===== src/rtl/rmw_counter_arbiter_if.sv =====
// Request/response bundle between two requesters and the shared counter block.
interface rmw_counter_arbiter_if #(
   parameter int ADDR_W = 3,
   parameter int DATA_W = 32
);
   logic              req0_valid;
   logic [ADDR_W-1:0] req0_addr;
   logic              req0_ready;
   logic              rsp0_valid;
   logic              req1_valid;
   logic [ADDR_W-1:0] req1_addr;
   logic              req1_ready;
   logic              rsp1_valid;
   logic [DATA_W-1:0] rsp_data;
   logic              init_busy;

   // Requester side: issues requests, sinks responses.
   modport master (
      output req0_valid, req0_addr, req1_valid, req1_addr,
      input  req0_ready, rsp0_valid, req1_ready, rsp1_valid, rsp_data, init_busy
   );

   // Counter block side.
   modport slave (
      input  req0_valid, req0_addr, req1_valid, req1_addr,
      output req0_ready, rsp0_valid, req1_ready, rsp1_valid, rsp_data, init_busy
   );
endinterface


===== src/rtl/rmw_counter_arbiter.sv =====
// Two-requester read-modify-write counter memory: zeroes itself after reset,
// round-robin arbitrates, increments through a 2-stage pipeline and forwards
// the in-flight value on back-to-back hits to the same entry.
module rmw_counter_arbiter #(
   parameter int DEPTH  = 8,
   parameter int ADDR_W = 3,
   parameter int DATA_W = 32
) (
   input  logic                    clk,
   input  logic                    reset,
   rmw_counter_arbiter_if.slave    bus
);

   typedef enum logic {
      INIT = 1'b0,
      RUN  = 1'b1
   } state_t;

   state_t            state_q, state_d;
   logic [ADDR_W-1:0] sweep_q, sweep_d;
   logic              ptr_q, ptr_d;

   logic              b_valid_q, b_valid_d;
   logic [ADDR_W-1:0] b_addr_q,  b_addr_d;
   logic              b_id_q,    b_id_d;
   logic [DATA_W-1:0] b_new_q,   b_new_d;

   logic [DATA_W-1:0] mem_q [DEPTH];

   logic              active;
   logic              grant_vld;
   logic              grant_id;
   logic [ADDR_W-1:0] addr_g;
   logic [DATA_W-1:0] old_val;

   // Requests are only accepted in RUN and never in a reset cycle, so nothing
   // is granted that the reset would then silently throw away.
   assign active = (state_q == RUN) && !reset;

   // Round-robin arbitration: a lone request wins, a tie goes to the pointer.
   always_comb begin
      // NOTE: every always_comb output gets a default first so no path leaves
      // it unassigned, which would otherwise infer a latch.
      grant_vld = 1'b0;
      grant_id  = 1'b0;
      if (active) begin
         if (bus.req0_valid && bus.req1_valid) begin
            grant_vld = 1'b1;
            grant_id  = ptr_q;
         end else if (bus.req0_valid) begin
            grant_vld = 1'b1;
            grant_id  = 1'b0;
         end else if (bus.req1_valid) begin
            grant_vld = 1'b1;
            grant_id  = 1'b1;
         end
      end
   end

   assign addr_g = grant_id ? bus.req1_addr : bus.req0_addr;

   // Stage B's value has not been written yet when the next request reads,
   // so a matching address takes the in-flight value instead of the array.
   assign old_val = (b_valid_q && (b_addr_q == addr_g)) ? b_new_q : mem_q[addr_g];

   // Next state: INIT sweeps every entry once, then RUN forever until reset.
   always_comb begin
      state_d = state_q;
      sweep_d = sweep_q;
      if (state_q == INIT) begin
         sweep_d = sweep_q + ADDR_W'(1);
         if (sweep_q == ADDR_W'(DEPTH - 1)) begin
            state_d = RUN;
         end
      end
   end

   // Stage A: capture the granted request and its incremented value.
   always_comb begin
      b_valid_d = grant_vld;
      b_addr_d  = b_addr_q;
      b_id_d    = b_id_q;
      b_new_d   = b_new_q;
      ptr_d     = ptr_q;
      if (grant_vld) begin
         b_addr_d = addr_g;
         b_id_d   = grant_id;
         b_new_d  = old_val + DATA_W'(1);
         ptr_d    = ~grant_id;
      end
   end

   // Control and pipeline registers.
   always_ff @(posedge clk) begin
      // NOTE: sequential state uses non-blocking assignments so every register
      // samples pre-edge values regardless of statement order.
      if (reset) begin
         state_q   <= INIT;
         sweep_q   <= '0;
         ptr_q     <= 1'b0;
         b_valid_q <= 1'b0;
         b_addr_q  <= '0;
         b_id_q    <= 1'b0;
         b_new_q   <= '0;
      end else begin
         state_q   <= state_d;
         sweep_q   <= sweep_d;
         ptr_q     <= ptr_d;
         b_valid_q <= b_valid_d;
         b_addr_q  <= b_addr_d;
         b_id_q    <= b_id_d;
         b_new_q   <= b_new_d;
      end
   end

   // Counter array write port: zeroing sweep in INIT, stage-B write in RUN.
   always_ff @(posedge clk) begin
      // NOTE: the array has no reset branch; it stays a plain RAM and the INIT
      // sweep clears it one entry per cycle instead.
      if (!reset) begin
         if (state_q == INIT) begin
            mem_q[sweep_q] <= '0;
         end else if (b_valid_q) begin
            mem_q[b_addr_q] <= b_new_q;
         end
      end
   end

   assign bus.req0_ready = grant_vld && !grant_id;
   assign bus.req1_ready = grant_vld &&  grant_id;
   assign bus.rsp0_valid = b_valid_q && !reset && !b_id_q;
   assign bus.rsp1_valid = b_valid_q && !reset &&  b_id_q;
   assign bus.rsp_data   = b_new_q;
   assign bus.init_busy  = (state_q == INIT);

endmodule


===== src/flat_wrapper.sv =====
// flat-port wrapper written by rule: the top's interface ports become plain ports
module rmw_counter_arbiter_flat 
#(
   parameter int DEPTH  = 8,
   parameter int ADDR_W = 3,
   parameter int DATA_W = 32
)
  (clk, reset, bus_req0_valid, bus_req0_addr, bus_req1_valid, bus_req1_addr, bus_req0_ready, bus_rsp0_valid, bus_req1_ready, bus_rsp1_valid, bus_rsp_data, bus_init_busy);
  rmw_counter_arbiter_if #(.ADDR_W(ADDR_W), .DATA_W(DATA_W)) bus_i ();
  input  logic clk;
  input  logic reset;
  input wire logic [$bits(bus_i.req0_valid)-1:0] bus_req0_valid;
  input wire logic [$bits(bus_i.req0_addr)-1:0] bus_req0_addr;
  input wire logic [$bits(bus_i.req1_valid)-1:0] bus_req1_valid;
  input wire logic [$bits(bus_i.req1_addr)-1:0] bus_req1_addr;
  output wire logic [$bits(bus_i.req0_ready)-1:0] bus_req0_ready;
  output wire logic [$bits(bus_i.rsp0_valid)-1:0] bus_rsp0_valid;
  output wire logic [$bits(bus_i.req1_ready)-1:0] bus_req1_ready;
  output wire logic [$bits(bus_i.rsp1_valid)-1:0] bus_rsp1_valid;
  output wire logic [$bits(bus_i.rsp_data)-1:0] bus_rsp_data;
  output wire logic [$bits(bus_i.init_busy)-1:0] bus_init_busy;
  assign bus_i.req0_valid = bus_req0_valid;
  assign bus_i.req0_addr = bus_req0_addr;
  assign bus_i.req1_valid = bus_req1_valid;
  assign bus_i.req1_addr = bus_req1_addr;
  assign bus_req0_ready = bus_i.req0_ready;
  assign bus_rsp0_valid = bus_i.rsp0_valid;
  assign bus_req1_ready = bus_i.req1_ready;
  assign bus_rsp1_valid = bus_i.rsp1_valid;
  assign bus_rsp_data = bus_i.rsp_data;
  assign bus_init_busy = bus_i.init_busy;
  rmw_counter_arbiter #(.DEPTH(DEPTH), .ADDR_W(ADDR_W), .DATA_W(DATA_W)) u_core (.clk(clk), .reset(reset), .bus(bus_i));
endmodule

===== config.mk =====
export PLATFORM = sky130hd
export DESIGN_NAME = rmw_counter_arbiter_flat
export DESIGN_NICKNAME = d
export VERILOG_FILES = /design/src/rtl/rmw_counter_arbiter_if.sv /design/src/rtl/rmw_counter_arbiter.sv /design/src/flat_wrapper.sv
export SDC_FILE = /design/constraint.sdc
export NUM_CORES = 1
export LEC_CHECK = 0
export ABC_AREA = 1
export ABC_CLOCK_PERIOD_IN_PS = 6800
export CAP_MARGIN = 25
export CORE_AREA = 5 5 163 165
export DETAILED_ROUTE_END_ITERATION = 10
export DIE_AREA = 0 0 168 170
export PLACE_DENSITY = 0.72
export RECOVER_POWER = 25
export SYNTH_ARGS = -nofsm -noshare
export SYNTH_HDL_FRONTEND = slang
export SYNTH_SLANG_ARGS = --single-unit

===== constraint.sdc =====
create_clock -name clk -period 6.8 [get_ports clk]
set_input_delay 2.04 -clock clk [delete_from_list [all_inputs] [get_ports clk]]
set_output_delay 2.04 -clock clk [all_outputs]
set_load 0.02 [all_outputs]

==> After elaboration in Yosys (flattened, before gate mapping) <==
Memories as Yosys holds them, arrays and structs flattened.
Index checks and enable logic that the tools add are counted.
{ "op_classes": {"add_sub_neg": 2, "mul": 0, "div_mod_pow": 0, "order_cmp": 0, "eq_ne": 2, "shift": 0, "muxes": 21, "n_bitwise": 2, "reduce_logical": 12} }
{ "op_table": {"columns": ["cell", "n"], "rows": [
  ["two-way mux 32 bit", 2],
  ["adder 32 x 1 -> 32 bit (second input constant)", 1],
  ["OR reduction 32 bit", 1],
  ["two-way mux 1 bit", 17],
  ["logical AND 1 bit", 8],
  ["two-way mux 3 bit", 2],
  ["adder 3 x 1 -> 3 bit (second input constant)", 1],
  ["== test 3 bit", 1],
  ["== test 3 bit (second input constant)", 1],
  ["zero test 1 bit", 3],
  ["NOT 1 bit", 2]
]} }
{ "totals": {"reg_bits": 42, "latch_bits": 0, "mem_bits_rw": 256, "rom_bits": 0, "output_inout_bits": 37, "word_cells": 47, "mem_count": 1} }
{ "mem_list": {"columns": ["memory", "depth", "word_bits", "read_ports", "rd_ports_with_merged_regs", "write_ports", "line_no", "source"], "rows": [
  ["u_core.mem_q", 8, 32, 1, 0, 1, "rmw_counter_arbiter.sv:28", "logic [DATA_W-1:0] mem_q [DEPTH];"]
]} }

==> Longest topological paths before layout <==
{ "depth": {"ltp_word": 9, "mapped_depth": 25, "depth_no_buf": 24} }

==> Least setup slack after synthesis <==
Ideal clock, no wire load.
{ "synth_timing": {"kind": "input to output", "from": "input port reset", "to": "output port bus_req0_ready", "arrival_ps": 2749, "slack_ps": 2011, "cell_stages": 3, "n_path_buf": 0, "cell_sequence": "nor2_4 o21ai_1 nor2_1"} }
{ "synth_between": {"elab_chain_cells": 5, "word_cells_on_any_way": 6, "cone_classes": "mux: 2; reduce/logical: 4"} }
{ "synth_rtl": {"columns": ["item", "line_no", "source"], "rows": [
  ["start: declaration", "flat_wrapper.sv:11", "input logic reset;"],
  ["zero test 1 bit (*)", "rmw_counter_arbiter.sv:38", "assign active = (state_q == RUN) && !reset;"],
  ["logical AND 1 bit (*)", "rmw_counter_arbiter.sv:38", null],
  ["two-way mux 1 bit", "rmw_counter_arbiter.sv:46", "if (active) begin"],
  ["zero test 1 bit", "rmw_counter_arbiter.sv:129", "assign bus.req0_ready = grant_vld && !grant_id;"],
  ["logical AND 1 bit (*)", "rmw_counter_arbiter.sv:129", null],
  ["end: declaration", "flat_wrapper.sv:16", "output wire logic [$bits(bus_i.req0_ready)-1:0] bus_req0_ready;"]
]} }
Every way passes the cells marked *; elsewhere a longest branch is shown, timed or not.

==> Worst setup path after layout <==
Same ends and word-level chain as after synthesis.

==> metrics.md <==
| Metric | Value |
|---|---|
| Internal power | 3089 uW |
| Avg Synthesized Cell Area | 9.545 um2 |
| Via Count | 10,192 |
| Post-Syn Instances | 1,414 |
| Max-slew violations | 74 |
| Number of setup buffers added after CTS | 0 |
| RSZ-0062 raised after global routing | false |
| R2R Path End | u_core.bus.rsp_data[28] |
| Drt via density | 5.659 |
| Multi-input gate area | 4156 um2 |
| FF+latch count, synth | 298 |
| Switching power | 877.6 uW |
| Logic pwr share | 0.070 |
| CP peak stage delay | 640 ps |
| Tmin final | 6354 ps |
| Sequential Power Share | 0.508 |
| Clk slew on worst S/H paths | 60 ps |
| Sequential element share of the synthesized area | 0.6319 |
| Initial Util | 0.5422 |
| Std cell rows | 58 |
| Share of cells above drive strength 1 | 0.08022 |
| Core area | 24,890 um2 |
| Post-route DRC | 0 |
| Sw Ratio | 0.2212 |
| WL final | 35,140 um |
| Crit path to | bus_req0_ready |
| Worst endpoint required time | 4760 ps |
| CP Launch Point | reset |
| Die Area | 28,560 um2 |
| Leading area contributor after synthesis | edfxtp_1 |
| Clk_lat worst skew | 560 ps |
| DP HPWL | 21,070 um |
| CP top delay family | buffers and inverters |
| Final setup TNS | 0 ps |
| CTS tree | yes |
| Max_slew headroom | -0.3298 |
| Final setup vio count | 0 |
| Critical path launch point type | primary input |
| Num CTS Buffers | 30 |
| Crit Path Class | primary input to output port |
| Ant diodes | 0 |
| WL per Instance | 19.51 um |
| Total GRT Usage | 0.2430 |
| Min-Delay Path Class | register to register |
| Maximum clock frequency | 157.4 MHz |
| Antenna violations before repair | 0 |
| Die height | 170 um |
| Clk sinks | 298 |
| Yosys cell types | 38 |
| CTS-repair resized insts | 0 |
| RR Startpoint | u_core.state_q |
| Syn. warnings | 0 |
| Global placer's final weighted congestion | 0.9787 |
| Total I/O pin count | 47 |
| Max-cap viol count | 2 |
| Status | finished, violations left |
| Worst reg2reg setup slack | 2870 ps |
| Slowest stage cell, crit path | dlygate4sd3_1 |
| Total power | 3967 uW |
| Peak VDD IR | 0.1779 mV |
| Arr. time, crit path | 4310 ps |
| Vias in the first global route | 9,781 |
| Clock share of power | 0.422 |
| Period utilization | 0.9345 |
| Largest net degree at the start of global routing | 128 |
| Top post-synthesis cells by area | edfxtp_1 57%, nand2_1 11%, nand3_1 10%, dfxtp_1 6.2%, inv_1 3.8% |
| Critical path depth | 6 |
| Failing checks | capacitance limit, slew limit |
| DIE WIDTH | 168 um |
| Area Growth Syn to Fin | 13.42% |
| Clk root buf | clkbuf_16 |
| Post-Syn Area | 13,500 um2 |
| Hold Buf Count CTS | 0 |
| Initial DRT Pass Iterations | 5 |
| FF-to-FF path depth | 22 |
| Crit-path cells | dlygate4sd3_1 -> inv_1 -> nand2_1 -> nor2_2 -> nor2_1 -> clkdlybuf4s50_1 |
| Clock Tree Buf Depth | 3 |
| Syn_nets | 1,427 |
| Layout fillers | 2,026 |
| CTS H-tree depth | 1 |
| Initial DRC Count | 1,081 |
| Post-route ant nets | 0 |
| Buf/Inv on CP | 3 |
| CP Capture Type | output port |
| Pleak | 0.006020 uW |
| CP max FO | 17 |
| Nets | 1,460 |
| FF/Latch Area | 8528 um2 |
| Share of the synthesized area in the top cell type | 0.5696 |
| Worst slew pin tran | 1995 ps |
| Pwr Density | 259.1 nW/um2 |
| Global-route wire length before repair | 54,520 um |
| Max Clock Skew | 15.38 ps |
| Port bufs | 46 |
| Gr ovfl total | 0 |
| Hold Fails Final Rpt | 0 |
-- power by group through the flow --
stage                     sequential (uW)  clock, uW  combinational (uW)
after global placement               2050          0                 268
after detailed placement             2050          0                 272
after CTS                            2020       1700                 274
after floorplan                      2050          0                 184
after global routing                 2020       1770                 303
final                                2020       1670                 277
-- flip-flops by register name, indices dropped and copies added (netlist names) --
register / cells
u_core.b_valid_q: 1
u_core.b_addr_q: 3
u_core.b_id_q: 1
u_core.mem_q: 256
u_core.bus.rsp_data: 32
u_core.state_q: 1
u_core.sweep_q: 3
u_core.ptr_q: 1
-- cells in the mapped netlist --
cell type,number
nand2_2,13
inv_1,137
nand2_1,403
o21ai_1,10
edfxtp_1,256
xor2_1,7
buf_1,5
o22ai_1,1
o32ai_1,2
or2_1,1
nand3b_1,1
xnor2_1,1
ha_1,3
a21oi_1,7
a211oi_1,1
o211ai_1,1
a31oi_1,1
buf_2,25
nand4_2,1
nor2_4,6
nand3_4,1
nor3_2,1
inv_2,9
o21a_1,1
o21ai_2,1
o31ai_1,2
buf_4,11
nor2_1,100
o21bai_1,1
clkbuf_1,25
nor2_2,8
o221ai_1,1
buf_6,3
o21ai_0,46
clkinv_1,1
nand4_1,8
dfxtp_1,42
nand3_1,271
-- per-stage QoR --
stage | setup slack [ps] | instances | hold slack [ps] | area (um2) | utilization
6_report | 445.6 | 1801 | 510.9 | 15310 | 0.6150
5_1_grt | 356.0 | 1801 | 538.6 | 15310 | 0.6150
4_1_cts | 782.0 | 1801 | 511.8 | 15320 | 0.6155
3_5_place_dp | 782.8 | 1745 | 500.4 | 14300 | 0.5746
3_3_place_gp | 812.6 | 1745 | 496.4 | 14300 | 0.5746
2_1_floorplan | 2011 | 1414 | 462.4 | 13500 | -
-- tightest hold or removal path: cells and delay by family (launching register included) --
family | cells | cell delay (ps)
flops | 1 | 320
compound gates | 1 | 70
simple gates | 1 | 70
-- worst min-delay path by stage --
stage / startpoint / end / slack, ps / cells after the start
finish: u_core.b_addr_q[2] / u_core.b_addr_q[2] / 510 / 2
detailed placement: u_core.b_addr_q[2] / u_core.b_addr_q[2] / 500 / 2
CTS: u_core.b_addr_q[2] / u_core.b_addr_q[2] / 510 / 2
global route: u_core.b_addr_q[2] / u_core.b_addr_q[2] / 540 / 2
global placement: u_core.b_addr_q[2] / u_core.b_addr_q[2] / 500 / 2
floorplan: u_core.b_id_q / u_core.b_id_q / 460 / 2
-- routing by layer --
| layer | vias to the layer above | GRT usage | routed length, um | share of wire |
|---|---|---|---|---|
| met5 | - | 0 | 0 | 0 |
| met4 | 0 | 0.07869 | 1098 | 0.031 |
| met3 | 78 | 0.03577 | 2697 | 0.077 |
| met2 | 419 | 0.4071 | 16770 | 0.48 |
| met1 | 4918 | 0.3302 | 14570 | 0.41 |
| li1 | 4777 | - | - | - |
-- logic make-up (layout without fill, tap and decap cells) --
kind of cell	after synthesis	in the layout	synth area share
flops	298	298	0.6319
fa+ha+maj	3	3	0.002781
buf+inv	216	273	0.06712
xor+xnor	8	8	0.005192
compound gates	75	75	0.03022
simple gates	814	814	0.2628
-- area by class of cell --
class / instances / area share
sequential: 298 / 0.5571
multi-input combinational: 900 / 0.2715
clock buffer: 45 / 0.05803
timing repair buffer: 70 / 0.04193
inverter: 147 / 0.03604
tap: 330 / 0.02697
clock inverter: 11 / 0.008419
-- layout by cell type, fill, tap and decap left out, drive strengths merged, types with 21 or more instances in the layout --
cell           netlist  final
clkdlybuf4s50        0     45
o21ai               57     57
nand3              272    272
clkbuf              25     48
dfxtp               42     42
nor2               114    114
inv                146    146
edfxtp             256    256
buf                 44     21
nand2              416    416
Note: power is estimated with default switching activity, not from simulation.
==> edit 1 (same flow settings) <==
`DEPTH` is set to 8 in 2 places; all go to 32.
--- a/src/rtl/rmw_counter_arbiter.sv
+++ b/src/rtl/rmw_counter_arbiter.sv
@@ -3,5 +3,5 @@
 // the in-flight value on back-to-back hits to the same entry.
 module rmw_counter_arbiter #(
-   parameter int DEPTH  = 8,
+   parameter int DEPTH  = 32,
    parameter int ADDR_W = 3,
    parameter int DATA_W = 32
--- a/src/flat_wrapper.sv
+++ b/src/flat_wrapper.sv
@@ -2,5 +2,5 @@
 module rmw_counter_arbiter_flat 
 #(
-   parameter int DEPTH  = 8,
+   parameter int DEPTH  = 32,
    parameter int ADDR_W = 3,
    parameter int DATA_W = 32
Function: no difference found for any inputs over 10 cycles, from zero or initial values and one cycle with reset high; that may be too few to reach the edited logic, so the function may still have changed.
==> edit 1 against the original RTL <==
- routed wire length grew 0.31%
- count of clock-buffer cells in the layout shrank 6
- final area is 0.95% higher
- sequential cell count is the same
- die area is the same
- power is 7.0% higher
- core utilization rose by 0.58 points
- area after synthesis up 0.76%
- register-to-register slack worse by 0.31 ns
- setup slack improved by 0.23 ns
- critical path type is now in2reg
- largest cell class unchanged
- highest routed layer unchanged
==> edit 1: results (changes against the original RTL) <==
[logic_synthesis]
synth-compound-area-share=0.0316  ; +0.00143
synth_fa_ha_area_frac=0.00276  ; -0.0000210
synth_commonest_cells=nand2_1, edfxtp_1, nand3_1
synth_area_leaders=edfxtp_1, nand2_1, nand3_1, dfxtp_1, inv_1
ys_seq_area_frac=0.627  ; -0.00477
synth_nets=1368  ; -4.1%
synth-xor-area-share=0.00773  ; +0.00254
syn_area_per_cell_sq_um=10.0  ; +5.1%
async_reset_ff_frac=0  ; unchanged
yosysWarningCount=0  ; unchanged

[global_route]
grt_usage=0.244  ; +0.000774
grt_start_max_net_pins=92  ; -28%
grt_pass1_wl_mm=54.8  ; +0.50%
grt_pass1_vias=9564  ; -2.2%

[clocking]
post_cts_buffers=0  ; unchanged
cts_buffers=30  ; unchanged
clkLatencyLatePin_ns=0.55
cts_max_path_buffers=3  ; unchanged
cts.clk_slew.worst_paths_ns=0.06  ; about the same

[setup_path]
r2r_cells=24  ; +9.1%
r2r-start=u_core.state_q
cp_slowest_cell=clkbuf_1
slowest_delay_ns=0.85  ; +0.21 ns
worstReg2RegEnd=u_core.bus.rsp_data[30]
rrSetupSlack_ns=2.56  ; -0.31 ns
crit_end=u_core.mem_q[5][30]
critPathMaxFanout=21  ; +4
cp.arrival_ns=6.34  ; +2.03 ns

[placed_design]
place_area_sq_mm=0.0143  ; -0.21%
dp.cells=1684  ; -3.5%
dp_slack_ns=0.827  ; +0.0439 ns
dp_hpwl_mm=21.2  ; +0.84%
gp_congestion=0.919  ; -6.1%

[die]
std_cell_rows=58  ; unchanged

[pwr]
leakagePower_nw=5.95  ; -1.2%
intPower_w=0.00334  ; +8.0%
powerComb_w=0.000285  ; +3%
p_clk_w=0.00194  ; +16%
peakVddDrop_mv=0.244  ; +37%
p_per_area_mw_per_mm2=275  ; +5.9%

[detailed_routing]
wl_mm=35.2  ; +0.31%
drt-initial-drc-count=966  ; -11%
dr_total_vias=9901  ; -2.9%
detail_route.vias_per_cell=5.69  ; +0.55%

[worst_hold_path]
worstHoldStart=u_core.b_id_q
hold_class=reg2reg
whs_path_depth=2  ; unchanged
holdPathEnd=u_core.b_id_q

[sta]
worst_pin_slew_ns=1.43  ; -0.563 ns
whs_ns=0.489  ; -0.0221 ns
worst_slack_ns=0.671  ; +0.225 ns
final.setup.tns_ns=0  ; unchanged
fin_skew_ns=0.0159  ; +0.000493 ns

[outcome]
status=finished, final reports clean

[finish]
layout-drive-gt1-share=0.110  ; +0.0297
antennaDiodeCount=0  ; unchanged
largest_register_ffs=256  ; unchanged

edit 1: cell types whose count changed after synthesis, sizes merged, moves of 2 or more:
cell | unedited run | this run
inv | 146 | 96
buf | 44 | 54
o21bai | 1 | 3
nor2 | 114 | 116
clkbuf | 25 | 15
nand4 | 9 | 7
nand2 | 416 | 410
nand3 | 272 | 263
xnor2 | 1 | 4
a21oi | 7 | 9
edit 1: area by class of cell:
| class | instances | area, sq um |
|---|---|---|
| clock buffer | 39 | 846 |
| clock inverter | 17 | 343 |
| fill | 1963 | 9440 |
| inverter | 97 | 364 |
| multi-input combinational | 891 | 4330 |
| sequential | 298 | 8530 |
| tap | 330 | 413 |
| timing repair buffer | 68 | 631 |
edit 1: per-layer routing:
layer	vias up	wire length, um	GRT usage
met3	76	2660	0.0314
met4	0	889	0.0677
li1	4654	-	-
met1	4751	14400	0.327
met2	420	17300	0.422
met5	-	0	0
==> edit 2 (same settings) <==
Made on the original files. Reset style: asynchronous (`reset`), changed in one clocked block.
--- a/src/rtl/rmw_counter_arbiter.sv
+++ b/src/rtl/rmw_counter_arbiter.sv
@@ -92,5 +92,5 @@
 
    // Control and pipeline registers.
-   always_ff @(posedge clk) begin
+   always_ff @(posedge clk or posedge reset) begin
       // NOTE: sequential state uses non-blocking assignments so every register
       // samples pre-edge values regardless of statement order.
Formal check against the unedited RTL: differs if reset is asserted again (counterexample within 10 cycles, from zero or initial values and one cycle with reset high); with reset held inactive, the same outputs for 10 cycles.
==> edit 2 against the original RTL <==
- the flow still finishes with violations (capacitance limit, slew limit)
- first-iteration DRC count down 13%
- sequential cell count unchanged
- core utilization is 0.80 points higher
- final area increased by 1.3%
- area after synthesis grew 1.7%
- routed wire length is 2.9% lower
- setup slack gained 0.16 ns
- critical path type unchanged
Power is not compared: it rests on default switching activity, and its combinational part moved more than twofold at a synthesized area within 25%.
==> edit 2: results (changes against the original RTL) <==
[logic_synthesis]
yosysWarningCount=0  ; unchanged
synth_commonest_cells=nand2_1, edfxtp_1, nand3_1
async_reset_ff_frac=0.141  ; +0.141
synth_area_leaders=edfxtp_1, nand2_1, nand3_1, dfrtp_1, inv_1
synth-edff-count=256  ; unchanged
ys_seq_area_frac=0.636  ; +0.00448
synth-main-ff-cell=edfxtp_1
syn_area_per_cell_sq_um=9.84  ; +3.1%
synth.distinct_cells=36  ; -5.3%

[setup_path]
worstReg2RegEnd=u_core.bus.rsp_data[18]
rrSetupSlack_ns=2.47  ; -0.40 ns
cp_slowest_cell=clkdlybuf4s50_1
r2r-start=u_core.state_q
critPathMaxFanout=7  ; -10
cp.arrival_ns=4.15  ; -0.16 ns
r2r_cells=20  ; -9.1%
slowest_delay_ns=0.63

[pwr]
leakagePower_nw=6.21
p_switching_w=0.00122
peakVddDrop_mv=0.189

[placed_design]
dp_hpwl_mm=20.6  ; -2.1%
dp.cells=1731  ; -0.80%
io_buffers=46  ; unchanged
gp_congestion=0.967  ; -1.2%
dp_slack_ns=0.984  ; +0.202 ns

[sta]
fin_skew_ns=0.0227  ; +0.00732 ns
worst_pin_slew_ns=2.63  ; +0.633 ns
drv_slew=94  ; +27%

[clocking]
cts_resized=0  ; unchanged
clkLatencyLatePin_ns=0.56  ; about the same
cts_buffers=30  ; unchanged
cts_max_path_buffers=3  ; unchanged
cts.clk_slew.worst_paths_ns=0.06  ; about the same
post_cts_buffers=0  ; unchanged
htree_levels=1  ; unchanged
root_buffer=clkbuf_16

[finish]
largest_register_ffs=256  ; unchanged
finalNonFillerCells=1786  ; -0.83%
layout-drive-gt1-share=0.0872  ; +0.00701
fin_nets=1446  ; -0.96%
fill_cells=2016  ; -0.49%
antennaDiodeCount=0  ; unchanged
regMostFlops=u_core.mem_q

[global_route]
antenna_found_initial=0  ; unchanged
grt_pass1_vias=9827  ; +0.47%
grt_usage=0.240  ; -0.00287
grt_start_max_net_pins=88  ; -31%
grt_pass1_wl_mm=54.3  ; -0.44%

[detailed_routing]
detail_route.vias_per_cell=5.60  ; -1.0%
first_pass_iters=5  ; unchanged
wl_mm=34.1  ; -2.9%
drt-initial-drc-count=943  ; -13%

[worst_hold_path]
holdPathEnd=u_core.sweep_q[0]
hold_class=reg2reg
worstHoldStart=u_core.sweep_q[0]
whs_path_depth=1  ; -1

[outcome]
status=finished, violations left
failed_checks=capacitance limit, slew limit

[job]
cap_violations=2  ; unchanged

## edit 2: kinds of logic (layout without fill, tap and decap cells)
family,Yosys count,in the layout,share of synthesized area
AO/OA/AOI/OAI,51,51,0.0204
AND/OR/NAND/NOR,848,848,0.274
adder cells (fa/ha/maj),3,3,0.00273
flip-flops,298,298,0.636
XOR/XNOR,5,5,0.00319
buffers and inverters,191,251,0.0631
## edit 2: cell type report
cell class | instances | share of cell area
clock buffer | 41 | 0.0531
timing repair buffer | 69 | 0.0439
inverter | 127 | 0.0307
tap | 330 | 0.0266
multi-input combinational | 907 | 0.270
sequential | 298 | 0.563
clock inverter | 14 | 0.0123
## edit 2: per-stage QoR
stage | hold WS (ns) | instance area [sq um] | utilization
after floorplan | 0.465 | 13700 | -
after global placement | 0.487 | 14500 | 0.584
after detailed placement | 0.497 | 14500 | 0.584
after CTS | 0.509 | 15500 | 0.625
after global routing | 0.538 | 15500 | 0.623
final | 0.507 | 15500 | 0.623
## edit 2: worst max-delay path: cells and delay by family
family | cells | cell delay [ns]
and+or+nand+nor | 2 | 0.77
buffers and inverters | 3 | 1.34
## edit 2: worst max-delay path by stage
stage | from | to | slack, ns
3_5_place_dp | bus_req0_valid | u_core.bus.rsp_data[26] | 0.98
3_3_place_gp | bus_req0_valid | bus_req0_ready | 1.03
4_1_cts | bus_req0_valid | bus_req0_ready | 1.01
6_report | reset | bus_req1_ready | 0.61
5_1_grt | reset | bus_req1_ready | 0.46
2_1_floorplan | reset | u_core.mem_q[7][0] | 1.25
## edit 2: layer usage
metal | GRT usage | vias up | share of wire
met5 | 0 | - | 0
met4 | 0.0677 | 0 | 0.025
met3 | 0.0355 | 72 | 0.075
met2 | 0.407 | 389 | 0.48
met1 | 0.327 | 4818 | 0.42
li1 | - | 4727 | -
## edit 2: power groups by stage
| stage | Clock (W) | Combinational [W] | Sequential [W] |
|---|---|---|---|
| floorplan | 0 | 0.000429 | 0.00218 |
| global placement | 0 | 0.000700 | 0.00215 |
| detailed placement | 0 | 0.000713 | 0.00215 |
| CTS | 0.00172 | 0.000718 | 0.00211 |
| global route | 0.00181 | 0.000792 | 0.00212 |
| finish | 0.00170 | 0.000714 | 0.00212 |
